File: src/rtl/adder_seq_ctrl.sv
// Serial nibble-wide adder sequencer driving an external 4-bit ripple adder, LS nibble first.
// Latency NIB+1 cycles start->done; start is ignored while busy or done (not queued).
module adder_seq_ctrl #(
   parameter int NIB = 2
) (
   input  logic           clk,
   input  logic           rst_n,
   input  logic           start,
   input  logic [4*NIB-1:0] op_a,
   input  logic [4*NIB-1:0] op_b,
   input  logic           cin,
   output logic           busy,
   output logic           done,
   output logic [4*NIB-1:0] result,
   output logic           cout,
   output logic [3:0]     add_a,
   output logic [3:0]     add_b,
   output logic           add_ci,
   input  logic [3:0]     add_sum,
   input  logic           add_co
);

   localparam int W  = 4 * NIB;
   localparam int IW = (NIB > 1) ? $clog2(NIB) : 1;

   typedef enum logic [1:0] {
      S_IDLE = 2'd0,
      S_RUN  = 2'd1,
      S_DONE = 2'd2
   } state_t;

   state_t          r_state;
   state_t          w_state_nxt;
   logic [IW-1:0]   r_idx;
   logic            r_carry;
   logic [W-1:0]    r_a;
   logic [W-1:0]    r_b;
   logic [W-1:0]    r_result;
   logic            r_cout;

   logic            w_last;
   logic [3:0]      w_a_nib;
   logic [3:0]      w_b_nib;
   logic [W-1:0]    w_result_ins;

   assign w_last = (r_idx == IW'(NIB - 1));

   // Nibble select and result insertion by explicit loop keeps index widths exact.
   always_comb begin
      w_a_nib      = 4'd0;
      w_b_nib      = 4'd0;
      w_result_ins = r_result;
      for (int n = 0; n < NIB; n++) begin
         if (r_idx == IW'(n)) begin
            w_a_nib               = r_a[4*n +: 4];
            w_b_nib               = r_b[4*n +: 4];
            w_result_ins[4*n +: 4] = add_sum;
         end
      end
   end

   always_comb begin
      w_state_nxt = r_state;
      busy        = 1'b0;
      done        = 1'b0;
      add_a       = 4'd0;
      add_b       = 4'd0;
      add_ci      = 1'b0;
      case (r_state)
         S_IDLE: begin
            if (start) w_state_nxt = S_RUN;
         end
         S_RUN: begin
            busy   = 1'b1;
            add_a  = w_a_nib;
            add_b  = w_b_nib;
            add_ci = r_carry;
            if (w_last) w_state_nxt = S_DONE;
         end
         S_DONE: begin
            done        = 1'b1;
            w_state_nxt = S_IDLE;
         end
         default: w_state_nxt = S_IDLE;
      endcase
   end

   always_ff @(posedge clk or negedge rst_n) begin
      if (!rst_n) begin
         r_state  <= S_IDLE;
         r_idx    <= '0;
         r_carry  <= 1'b0;
         r_a      <= '0;
         r_b      <= '0;
         r_result <= '0;
         r_cout   <= 1'b0;
      end else begin
         r_state <= w_state_nxt;
         case (r_state)
            S_IDLE: begin
               if (start) begin
                  r_a      <= op_a;
                  r_b      <= op_b;
                  r_carry  <= cin;
                  r_idx    <= '0;
                  r_result <= '0;
                  r_cout   <= 1'b0;
               end
            end
            S_RUN: begin
               r_result <= w_result_ins;
               r_carry  <= add_co;
               if (w_last) r_cout <= add_co;
               else        r_idx  <= r_idx + 1'b1;
            end
            S_DONE: r_idx <= '0;
            default: r_idx <= '0;
         endcase
      end
   end

   assign result = r_result;
   assign cout   = r_cout;

endmodule

File: config.mk
export PLATFORM = sky130hd
export DESIGN_NAME = adder_seq_ctrl
export DESIGN_NICKNAME = d
export VERILOG_FILES = /design/src/rtl/adder_seq_ctrl.sv
export SDC_FILE = /design/constraint.sdc
export NUM_CORES = 1
export LEC_CHECK = 0
export BUFFER_PORTS_ARGS = -buffer_cell sky130_fd_sc_hd__buf_2
export CAP_MARGIN = 20
export CORE_MARGIN = 8
export CORE_UTILIZATION = 40
export DETAILED_ROUTE_END_ITERATION = 8
export GPL_ROUTABILITY_DRIVEN = 1
export GPL_TIMING_DRIVEN = 0
export PLACE_DENSITY = 0.76
export SYNTH_ARGS = -nofsm -noshare
export SYNTH_HDL_FRONTEND = slang
export SYNTH_SLANG_ARGS = --single-unit
File: constraint.sdc
create_clock -name clk -period 3.8 [get_ports clk]
set_clock_uncertainty 0.1 [all_clocks]
set_input_delay 0 -clock clk [delete_from_list [all_inputs] [get_ports clk]]
set_output_delay 0 -clock clk [all_outputs]
set_load 0.005 [all_outputs]
* After elaboration in Yosys (flattened, before gate mapping)
Index checks and enable logic that the tools add are counted.
** Word-level totals
- Flip-flop bits (word level) :: 29
- Output and inout port bits :: 20
- Word-level logic and storage cells :: 42
** Operators by class
- Add/subtract/negate cells :: 1
- Equal/unequal tests :: 5
- Mux-type cells :: 21
- Reductions and logical operators :: 7
** Operators with widths (number)
- $mux W4 :: 6
- $pmux W8 S2 :: 1
- $mux W8 :: 1
- $mux W1 :: 7
- $ne A2 B2 Y1 const B :: 3
- $pmux W1 S2 :: 3
- $reduce_and A2 Y1 :: 3
- $reduce_and A3 Y1 :: 2
- $mux W2 :: 2
- $pmux W2 S2 :: 1
- $eq A2 B1 Y1 const B :: 1
- $eq A2 B2 Y1 const B :: 1
- $logic_not A2 Y1 :: 1
- $reduce_bool A2 Y1 :: 1
- $add A1 B1 Y1 const B :: 1

* Longest topological paths before layout
Gate-level depths: netlist of run 1.
- Depth in word-level cells :: 3
- Gate-level depth with buffers :: 4

* Worst setup path after synthesis of run 1
OpenSTA, ideal clock, no wires.
- Path type :: register to register
- Start point :: register r_state[1]
- End point :: register r_a[0]
- Library setup time :: 125 ps
- Arrival :: 1165 ps
- Path slack :: 2410 ps
- Stages on the path, launching flop included :: 5
- Buffers on the path :: 1
- Path through :: dfrtp_1 -> nand2b_4 -> nor2_8 -> buf_12 -> mux2_4
** On the way
- Cells in the longest elaborated chain, start to end :: 2
** Ends and longest elaborated chain
- start, declared :: line 32 : state_t r_state;
- start signal, assigned :: line 98 : r_state <= w_state_nxt;
- $logic_not A2 Y1 :: line 99 : case (r_state)
- $reduce_and A2 Y1 (no line)
- end signal, assigned :: line 102 : r_a <= op_a;
- end, declared :: line 36 : logic [W-1:0] r_a;
No other way between the ends.
A chain may end at the register's enable or synchronous reset.

* Final worst setup path of run 1
- Start point :: register r_idx
- End point :: output port add_b[0]
** On the way
- Cells in the longest elaborated chain, start to end :: 2
** Ends and longest elaborated chain
- start, declared :: line 34 : logic [IW-1:0] r_idx;
- start signal, assigned :: line 114 : else r_idx <= r_idx + 1'b1;
- $mux W4 :: line 54 : if (r_idx == IW'(n)) begin
- $mux W4 :: line 69 : case (r_state)
- end, declared :: line 17 : output logic [3:0] add_b,
No other way between the ends.

==> results of run 1 <==
## metrics by stage
step           total power, mW  cell area (µm²)  instances  setup WS, ns    util
3_3_place_gp             1.236             1687        209         2.344  0.5015
5_1_grt                  1.612             1997        241         1.972  0.5938
3_5_place_dp             1.276             1687        209         2.292  0.5015
2_1_floorplan            1.036             1409        119         2.410       -
6_report                 1.500             1997        241         2.082  0.5938
4_1_cts                  1.514             1997        241         2.057  0.5938
## cell usage in the layout (no fill, tap or decap)
cell,synthesis,final
a21oi_1,2,2
and2_1,2,2
buf_12,1,1
buf_2,3,47
buf_6,1,1
clkbuf_4,0,5
clkbuf_8,0,2
clkinv_2,0,1
dfrtp_1,29,29
dlygate4sd3_1,0,24
inv_1,4,4
mux2_2,6,6
mux2_4,10,10
mux2i_1,8,8
nand2_1,18,18
nand2_2,1,1
nand2b_1,2,2
nand2b_2,1,1
nand2b_4,1,1
nand3_1,4,4
nor2_1,10,10
nor2_8,1,1
nor2b_1,1,1
nor3_1,3,3
o211ai_1,8,8
o21bai_2,1,1
o22ai_1,1,1
o311ai_2,1,1
## power by group through the flow
stage | clock network (mW) | registers (mW) | logic, mW
6_report | 0.216 | 0.575 | 0.709
4_1_cts | 0.222 | 0.572 | 0.719
5_1_grt | 0.237 | 0.595 | 0.780
3_3_place_gp | 0 | 0.562 | 0.674
3_5_place_dp | 0 | 0.578 | 0.698
2_1_floorplan | 0 | 0.551 | 0.485
## kinds of logic (layout without fill, tap and decap cells)
kind of cell | after synthesis | after routing | share of synthesized area
AOI/OAI and AO/OA | 13 | 13 | 0.07372
muxes | 24 | 24 | 0.2114
DFF | 29 | 29 | 0.5151
and+or+nand+nor | 44 | 44 | 0.1563
buffers and inverters | 9 | 85 | 0.04351
## cells in the mapped netlist
master,number,area (µm²)
mux2_2,6,67.56
o211ai_1,8,60.06
buf_6,1,11.26
nor2b_1,1,6.260
nor2_1,10,37.54
nand3_1,4,20.02
nand2_2,1,6.260
nand2b_4,1,13.76
o22ai_1,1,6.260
nand2b_1,2,12.51
o311ai_2,1,16.27
nand2_1,18,67.56
nand2b_2,1,8.760
buf_2,3,15.01
mux2i_1,8,80.08
buf_12,1,20.02
a21oi_1,2,10.01
nor2_8,1,20.02
mux2_4,10,150.1
dfrtp_1,29,725.7
inv_1,4,15.01
and2_1,2,12.51
nor3_1,3,15.01
o21bai_2,1,11.26
## registers in the layout (all words and copies together), names as in the netlist
name     flops
r_carry      1
cout         1
r_state      2
result       8
r_idx        1
r_b          8
r_a          8
## layout make-up
class,count,area (µm²),area share
plain buffers,5,46.29,0.02318
clock inverters,1,5.005,0.002506
repair buffers,68,460.4,0.2306
multi-input cells,81,621.8,0.3114
well taps,46,57.56,0.02882
flip-flops and latches,29,725.7,0.3634
inverters,4,15.01,0.007519
clock buffers,7,65.06,0.03258
## critical path: stages (launching register included)
cell     delay, ns
dfrtp_1       0.34
buf_2         0.23
buf_2         0.31
mux2i_1       0.21
nor2_1        0.05
buf_2         0.13
## how the worst max path moves through the flow
| stage | startpoint | endpoint | slack, ns | cells after the start |
|---|---|---|---|---|
| 2_1_floorplan | r_state[1]$_DFFE_PN0P_ | r_a[0]$_DFFE_PN0P_ | 2.41 | 4 |
| 3_3_place_gp | r_state[1]$_DFFE_PN0P_ | r_a[6]$_DFFE_PN0P_ | 2.34 | 4 |
| 3_5_place_dp | r_state[1]$_DFFE_PN0P_ | r_b[5]$_DFFE_PN0P_ | 2.29 | 4 |
| 4_1_cts | r_idx$_DFFE_PN0P_ | add_b[0] | 2.06 | 5 |
| 5_1_grt | r_idx$_DFFE_PN0P_ | add_b[0] | 1.97 | 5 |
| 6_report | r_idx$_DFFE_PN0P_ | add_b[0] | 2.08 | 5 |
## layer usage
| metal | track usage | vias up | wire, µm |
|---|---|---|---|
| li1 | - | 557 | - |
| met1 | 0.1528 | 561 | 1479 |
| met2 | 0.2502 | 41 | 1847 |
| met3 | 0.05132 | 6 | 327 |
| met4 | 0.06823 | 0 | 62 |
| met5 | 0 | - | 0 |
## timing repair
| action | 4_1_cts | 5_1_grt |
|---|---|---|
| hold buffers | 24 | 0 |
| hold endpoints to repair | 57 | 0 |
| buffers inserted | 0 | 0 |
==> qor.csv, run 1 <==
metric,value,unit
LEAKAGE,0.9900,nW
reg2reg start,r_state[1]$_DFFE_PN0P_,
Crit path required time,3.70,ns
initial core utilization,0.4189,
Max-Cap Viols,0,
total negative slack,0,ns
CTS clock-pin slew for the worst setup and hold paths,0.09,ns
Num Clock Sinks,29,
Root Buffer,clkbuf_4,
Die X,75.35,µm
arrival time worst endpoint,1.62,ns
area grow syn2layout,41.74,%
Startpoint Class,register,
Gate power share,0.472,
yosys warns,0,
Pint,0.9488,mW
Clock power frac,0.144,
Max clock buf depth,2,
1st-iter DRT viols,101,
worst min path class,in2async,
core box area,3363,µm²
Max Slew Vio Count,0,
syn nets,144,
# resized after CTS,0,
gpl congestion,0.7621,
die area,5677,µm²
worst reg2reg endpoint,r_a[4]$_DFFE_PN0P_,
io pins,45,
kind of critical path,reg2out,
nets,219,
vias in the first global route,1323,
share of cells above drive strength 1,0.4051,
drc violations,0,
Worst R2R Setup Slack,2.28,ns
first-pass GRT wire length,6113,µm
GRT Total Usage,0.1444,
Fin. Hold Viols,0,
min Tclk post-route,1.718,ns
vias per cell,4.834,
worst skew pair latency,0.34,ns
H-tree Lvls,2,
CTS tree,built,
post-synthesis sequential area ratio,0.5151,
Min Hold Slack,0.1142,ns
# diodes,0,
worst vdd ir,0.4336,mV
largest net degree at the start of global routing,30,
Slew Limit Headroom,0.5687,
total CTS buffers,5,
routed vias,1165,
crit-path max FO,10,
RSZ-0062 raised after global routing,false,
Die Y,75.35,µm
Power Density,751.0,nW/µm²
Routed Antenna Nets,0,
final setup vio count,0,
"Avg Cell Area, Syn",11.84,µm²
"Distinct cells, synth",24,
DR WL/cell,15.42,µm
Net Sw Frac,0.3673,
Yosys reg bits,29,
total grt overflow,0,
initial antenna violation count,0,
Pre-Repair DR Iteration Count,4,
synthesized cell area,1409,µm²
row cnt,21,
reg2reg path depth,4,
Flop pwr share,0.384,
Port Buf Inserts,44,
outcome,"complete, no violations",
Total Wirelength,3717,µm
hpwl dp,2542,µm
crit end category,primary output,
worst slew pin tran,0.6470,ns
final worst-path cycle share,0.4522,
Mapped Cells,119,
Psw,0.5509,mW
# fillers,297,
fmax,582.0,MHz
Power figures use the tool's default switching activity.
==> run 2: changes to the inputs <==
--- a/config.mk
+++ b/config.mk
@@ -12,7 +12,7 @@
 export DETAILED_ROUTE_END_ITERATION = 8
 export GPL_ROUTABILITY_DRIVEN = 1
 export GPL_TIMING_DRIVEN = 0
-export PLACE_DENSITY = 0.76
+export PLACE_DENSITY = 0.79
 export SYNTH_ARGS = -nofsm -noshare
 export SYNTH_HDL_FRONTEND = slang
 export SYNTH_SLANG_ARGS = --single-unit
==> constraint.sdc (replaced) <==
create_clock -name clk -period 1.4 [get_ports clk]
set_clock_uncertainty 0.1 [all_clocks]
set_input_delay 0 -clock clk [delete_from_list [all_inputs] [get_ports clk]]
set_output_delay 0 -clock clk [all_outputs]
set_load 0.005 [all_outputs]
==> run 2 against run 1 <==
Net effect: the flow now finishes with violations (setup timing); sequential power rose to 2.7 times the previous value; clock-buffer cell count down 1; non-clock buffer count up 8; design area up 6.8%; final cell count up 3.3%; clock power up 130%; register-to-register slack worse by 2.3 ns; sequential cell count unchanged; sequential share of layout area down 2.1 points.
==> qor.csv, run 2 (synthesis gave the netlist of run 1 again) <==
metric,value,unit
outcome,"finished, violations left",
failing checks,setup timing,
Worst R2R Setup Slack,-0.02,ns
vias per cell,4.731,
final setup vio count,10,
1st-iter DRT viols,39,
largest net degree at the start of global routing,30,
Routed Antenna Nets,0,
die area,5677,µm²
Die Y,75.35,µm
Max Slew Vio Count,0,
top routing layer in use,met4,
gpl congestion,0.7466,
worst vdd ir,1.204,mV
"most common cell after layout, fill and taps aside",buf_2,
Power Density,2069,nW/µm²
routed vias,1178,
Non-Filler Instances,249,
Total Wirelength,3780,µm
Startpoint Class,register,
DR WL/cell,15.18,µm
total CTS buffers,5,
area grow syn2layout,51.33,%
Final Util,0.6339,
drc violations,0,
core box area,3363,µm²
Pre-Repair DR Iteration Count,4,
crit end category,register,
post-route setup slack,-0.01851,ns
# fillers,287,
worst min path class,in2reg,
met3 WL post-DR,338,µm
Fin. Hold Viols,0,
arrival time worst endpoint,1.54,ns
initial core utilization,0.4189,
total negative slack,-0.07008,ns
most frequent cells in the layout,"buf_2, dfrtp_1, dlygate4sd3_1, nand2_1, mux2_4",
io pins,45,
initial antenna violation count,0,
Slew Limit Headroom,0.5747,
pre-CTS setup slack,-0.1105,ns
Port Buf Inserts,44,
worst skew pair latency,0.33,ns
worst slew pin tran,0.6380,ns
fmax,705.0,MHz
share of cells above drive strength 1,0.4581,
Root Buffer,clkbuf_4,
Num Clock Sinks,29,
GRT Total Usage,0.1493,
min Tclk post-route,1.419,ns
first-pass GRT wire length,6320,µm
row cnt,21,
vias in the first global route,1342,
nets,227,
DP Area,1687,µm²
crit-path max FO,10,
met2 WL,1877,µm
CTS tree,built,
Die X,75.35,µm
H-tree Lvls,2,
final worst-path cycle share,1.013,
kind of critical path,reg2reg,
placed cell count,209,
LEAKAGE,1.059,nW
CTS clock-pin slew for the worst setup and hold paths,0.09,ns
Crit path required time,1.52,ns
# diodes,0,
total grt overflow,0,
Max-Cap Viols,0,
Max clock buf depth,2,
RSZ-0062 raised after global routing,true,
total power,4.412,mW
Min Hold Slack,0.01183,ns
Final Cell Area,2132,µm²
routed metal-1 wire length,1492,µm
run 2: critical path, stage by stage, from the launching register on:
cell	delay, ns
dfrtp_2	0.48
buf_12	0.15
nor2_8	0.11
buf_12	0.16
mux2_4	0.31
run 2: power breakdown:
part	internal (mW)	leakage, nW	switching, mW
Clock	0.191	0.0320	0.298
Combinational	1.39	0.676	0.973
Sequential	1.25	0.351	0.309
run 2: path summary, 6_finish.rpt:
path	start	endpoint	depth (start not counted)
min	start	result[7]$_DFFE_PN0P_	4
max reg2reg	r_state[0]$_DFFE_PN0P_	r_a[3]$_DFFE_PN0P_	4
max	r_state[0]$_DFFE_PN0P_	r_a[3]$_DFFE_PN0P_	4
max in group asynchronous	rst_n	r_state[1]$_DFFE_PN0P_	2
min in group asynchronous	rst_n	result[7]$_DFFE_PN0P_	2
min reg2reg	r_b[1]$_DFFE_PN0P_	r_b[1]$_DFFE_PN0P_	1
run 2: final cells by class:
type	instances	area (µm²)	share of cell area
Timing Repair Buffer	78	568.0	0.2664
Sequential cell	29	729.5	0.3421
Clock inverter	2	10.01	0.004695
Multi-Input combinational cell	81	661.9	0.3104
Clock buffer	6	41.29	0.01937
Buffer	3	46.29	0.02171
Inverter	4	17.52	0.008216
Tap cell	46	57.56	0.02700
run 2: what timing repair did:
item                                    4_1_cts  5_1_grt
hold buffers                                 24        0
pin swaps                                     2        2
cloned                                        0        0
endpoints found under the setup margin       20       35
gates resized for setup                      17        6
endpoints found under the hold margin        57        0
buffers inserted                              8        2
run 2: layer usage:
layer / up-vias / global-route usage
li1: 577 / -
met3: 9 / 0.06579
met1: 543 / 0.1597
met2: 49 / 0.2522
met5: - / 0
met4: 0 / 0.05970
==> run 3: changes to the inputs <==
--- a/config.mk
+++ b/config.mk
@@ -8,11 +8,11 @@
 export BUFFER_PORTS_ARGS = -buffer_cell sky130_fd_sc_hd__buf_2
 export CAP_MARGIN = 20
 export CORE_MARGIN = 8
-export CORE_UTILIZATION = 40
+export CORE_UTILIZATION = 45
 export DETAILED_ROUTE_END_ITERATION = 8
 export GPL_ROUTABILITY_DRIVEN = 1
 export GPL_TIMING_DRIVEN = 0
-export PLACE_DENSITY = 0.79
+export PLACE_DENSITY = 0.86
 export SYNTH_ARGS = -nofsm -noshare
 export SYNTH_HDL_FRONTEND = slang
 export SYNTH_SLANG_ARGS = --single-unit
==> run 3 against run 2 <==
Net effect: the run still ends with setup timing left; design area is 4.4% higher; clock power is 20% higher; die area is 8.8% lower; sequential share of layout area is 1.5 points lower; via count is 9.3% higher; combinational power is 11% higher; highest routed layer unchanged.
==> qor.csv, run 3 (synthesis gave the netlist of run 1 again) <==
metric,value,unit
critical path endpoint,add_a[0],
failing checks,setup timing,
arrival time worst endpoint,1.39,ns
initial antenna violation count,0,
die area,5178,µm²
Net Sw Frac,0.3594,
worst reg2reg endpoint,r_b[5]$_DFFE_PN0P_,
largest net degree at the start of global routing,30,
worst vdd ir,1.111,mV
DR WL/cell,16.54,µm
met1 Use GR,0.1711,
Port Buf Inserts,44,
worst skew pair latency,0.33,ns
crit end category,primary output,
routed vias,1287,
RSZ-0062 raised after global routing,true,
Die X,71.96,µm
register area,728.2,µm²
Routed Antenna Nets,0,
Pre-Repair DR Iteration Count,4,
Slew Limit Headroom,0.5733,
Power Density,2147,nW/µm²
CTS clock-pin slew for the worst setup and hold paths,0.09,ns
first-pass GRT wire length,6727,µm
CTS tree,built,
Worst R2R Setup Slack,-0.07,ns
Root Buffer,clkbuf_4,
"most common cell after layout, fill and taps aside",buf_2,
Final Cell Area,2226,µm²
launch point of the worst path,r_idx$_DFFE_PN0P_,
gpl congestion,0.7814,
LEAKAGE,1.107,nW
core box area,3028,µm²
share of cells above drive strength 1,0.4787,
Psw,1.718,mW
crit-path max FO,6,
worst slew pin tran,0.6401,ns
io pins,45,
area occupied by multi-input gates,685.7,µm²
# diodes,0,
met3 Resource Use GR,0.05785,
final worst-path cycle share,1.061,
Non-Filler Instances,255,
H-tree Lvls,2,
reg2reg start,r_state[0]$_DFFE_PN0P_,
Gate power share,0.549,
row cnt,20,
Clock power frac,0.123,
outcome,"finished, violations left",
hpwl dp,2447,µm
total grt overflow,0,
Max clock buf depth,2,
GRT busiest layer,met2,
vias per cell,5.047,
Fin. Hold Viols,0,
Startpoint Class,register,
worst min path class,in2async,
total power,4.779,mW
initial core utilization,0.4653,
fmax,673.0,MHz
placed cell count,207,
post-route setup slack,-0.08594,ns
1st-iter DRT viols,106,
Num Clock Sinks,29,
# fillers,211,
Crit path required time,1.30,ns
min Tclk post-route,1.486,ns
total CTS buffers,5,
Max-Cap Viols,0,
final setup vio count,24,
Flop pwr share,0.329,
nets,235,
GRT Total Usage,0.1661,
M2 GR Usage,0.3016,
Final Util,0.7351,
drc violations,0,
Pint,3.062,mW
Total Wirelength,4217,µm
area grow syn2layout,57.99,%
reg2reg path depth,4,
DP Area,1684,µm²
Max Slew Vio Count,0,
most frequent cells in the layout,"buf_2, dfrtp_1, dlygate4sd3_1, nand2_1, mux2_4",
kind of critical path,reg2out,
vias in the first global route,1431,
Die Y,71.96,µm
## run 3: cell types whose count changed in the layout (fill, tap and decap cells not counted), sizes merged
cell	previous run	this run
clkbuf	6	8
clkinv	2	1
buf	57	62
clkinvlp	0	1
nand2b	4	5
o21bai	1	2
inv	4	3
## run 3: worst min-delay path by stage
| stage | start | cells after the start | endpoint |
|---|---|---|---|
| finish | rst_n | 2 | result[0]$_DFFE_PN0P_ |
| global route | rst_n | 2 | cout$_DFFE_PN0P_ |
| CTS | rst_n | 2 | result[3]$_DFFE_PN0P_ |
| detailed placement | rst_n | 1 | result[0]$_DFFE_PN0P_ |
| global placement | rst_n | 1 | result[4]$_DFFE_PN0P_ |
| floorplan | rst_n | 0 | cout$_DFFE_PN0P_ |
## run 3: worst max-delay path, cell delays in order, from the launching register on
cell,delay [ns]
dfrtp_1,0.40
buf_6,0.14
buf_8,0.13
mux2i_2,0.19
nor2_1,0.06
buf_2,0.13
## run 3: layer usage
layer / wire length [µm] / vias to the layer above
met2: 2277 / 44
met4: 42 / 0
met3: 254 / 5
li1: - / 592
met1: 1642 / 646
met5: 0 / -
## run 3: metrics by stage
| step | TNS [ns] | hold WS (ns) | worst slack [ns] |
|---|---|---|---|
| 6_report | -1.028 | 0.1149 | -0.08594 |
| 5_1_grt | -2.293 | 0.1783 | -0.1506 |
| 3_5_place_dp | -0.8176 | -0.04339 | -0.08757 |
| 2_1_floorplan | 0 | -0.3956 | 0.009920 |
| 4_1_cts | -0.1829 | 0.1299 | -0.03444 |
| 3_3_place_gp | -0.5530 | -0.05530 | -0.05675 |
## run 3: final cells by class
class / count / area share
sequential: 29 / 0.3272
multi-input combinational: 83 / 0.3080
timing repair buffer: 83 / 0.2743
clock buffer: 7 / 0.02923
buffer: 4 / 0.02586
tap: 44 / 0.02473
inverter: 4 / 0.008432
clock inverter: 1 / 0.002248
## run 3: timing repair
| action | CTS | global route |
|---|---|---|
| cloned | 0 | 3 |
| setup endpoints to repair | 21 | 34 |
| hold endpoints to repair | 57 | 0 |
| hold buffers | 24 | 0 |
| setup buffers | 10 | 4 |
| gates resized for setup | 8 | 13 |
| pin swaps | 1 | 4 |
## run 3: power by group through the flow
stage	clock, mW	sequential (mW)	combinational (mW)
floorplan	0	1.50	1.32
global placement	0	1.52	1.82
detailed placement	0	1.56	1.89
CTS	0.591	1.53	2.27
global route	0.634	1.61	2.85
finish	0.587	1.57	2.62
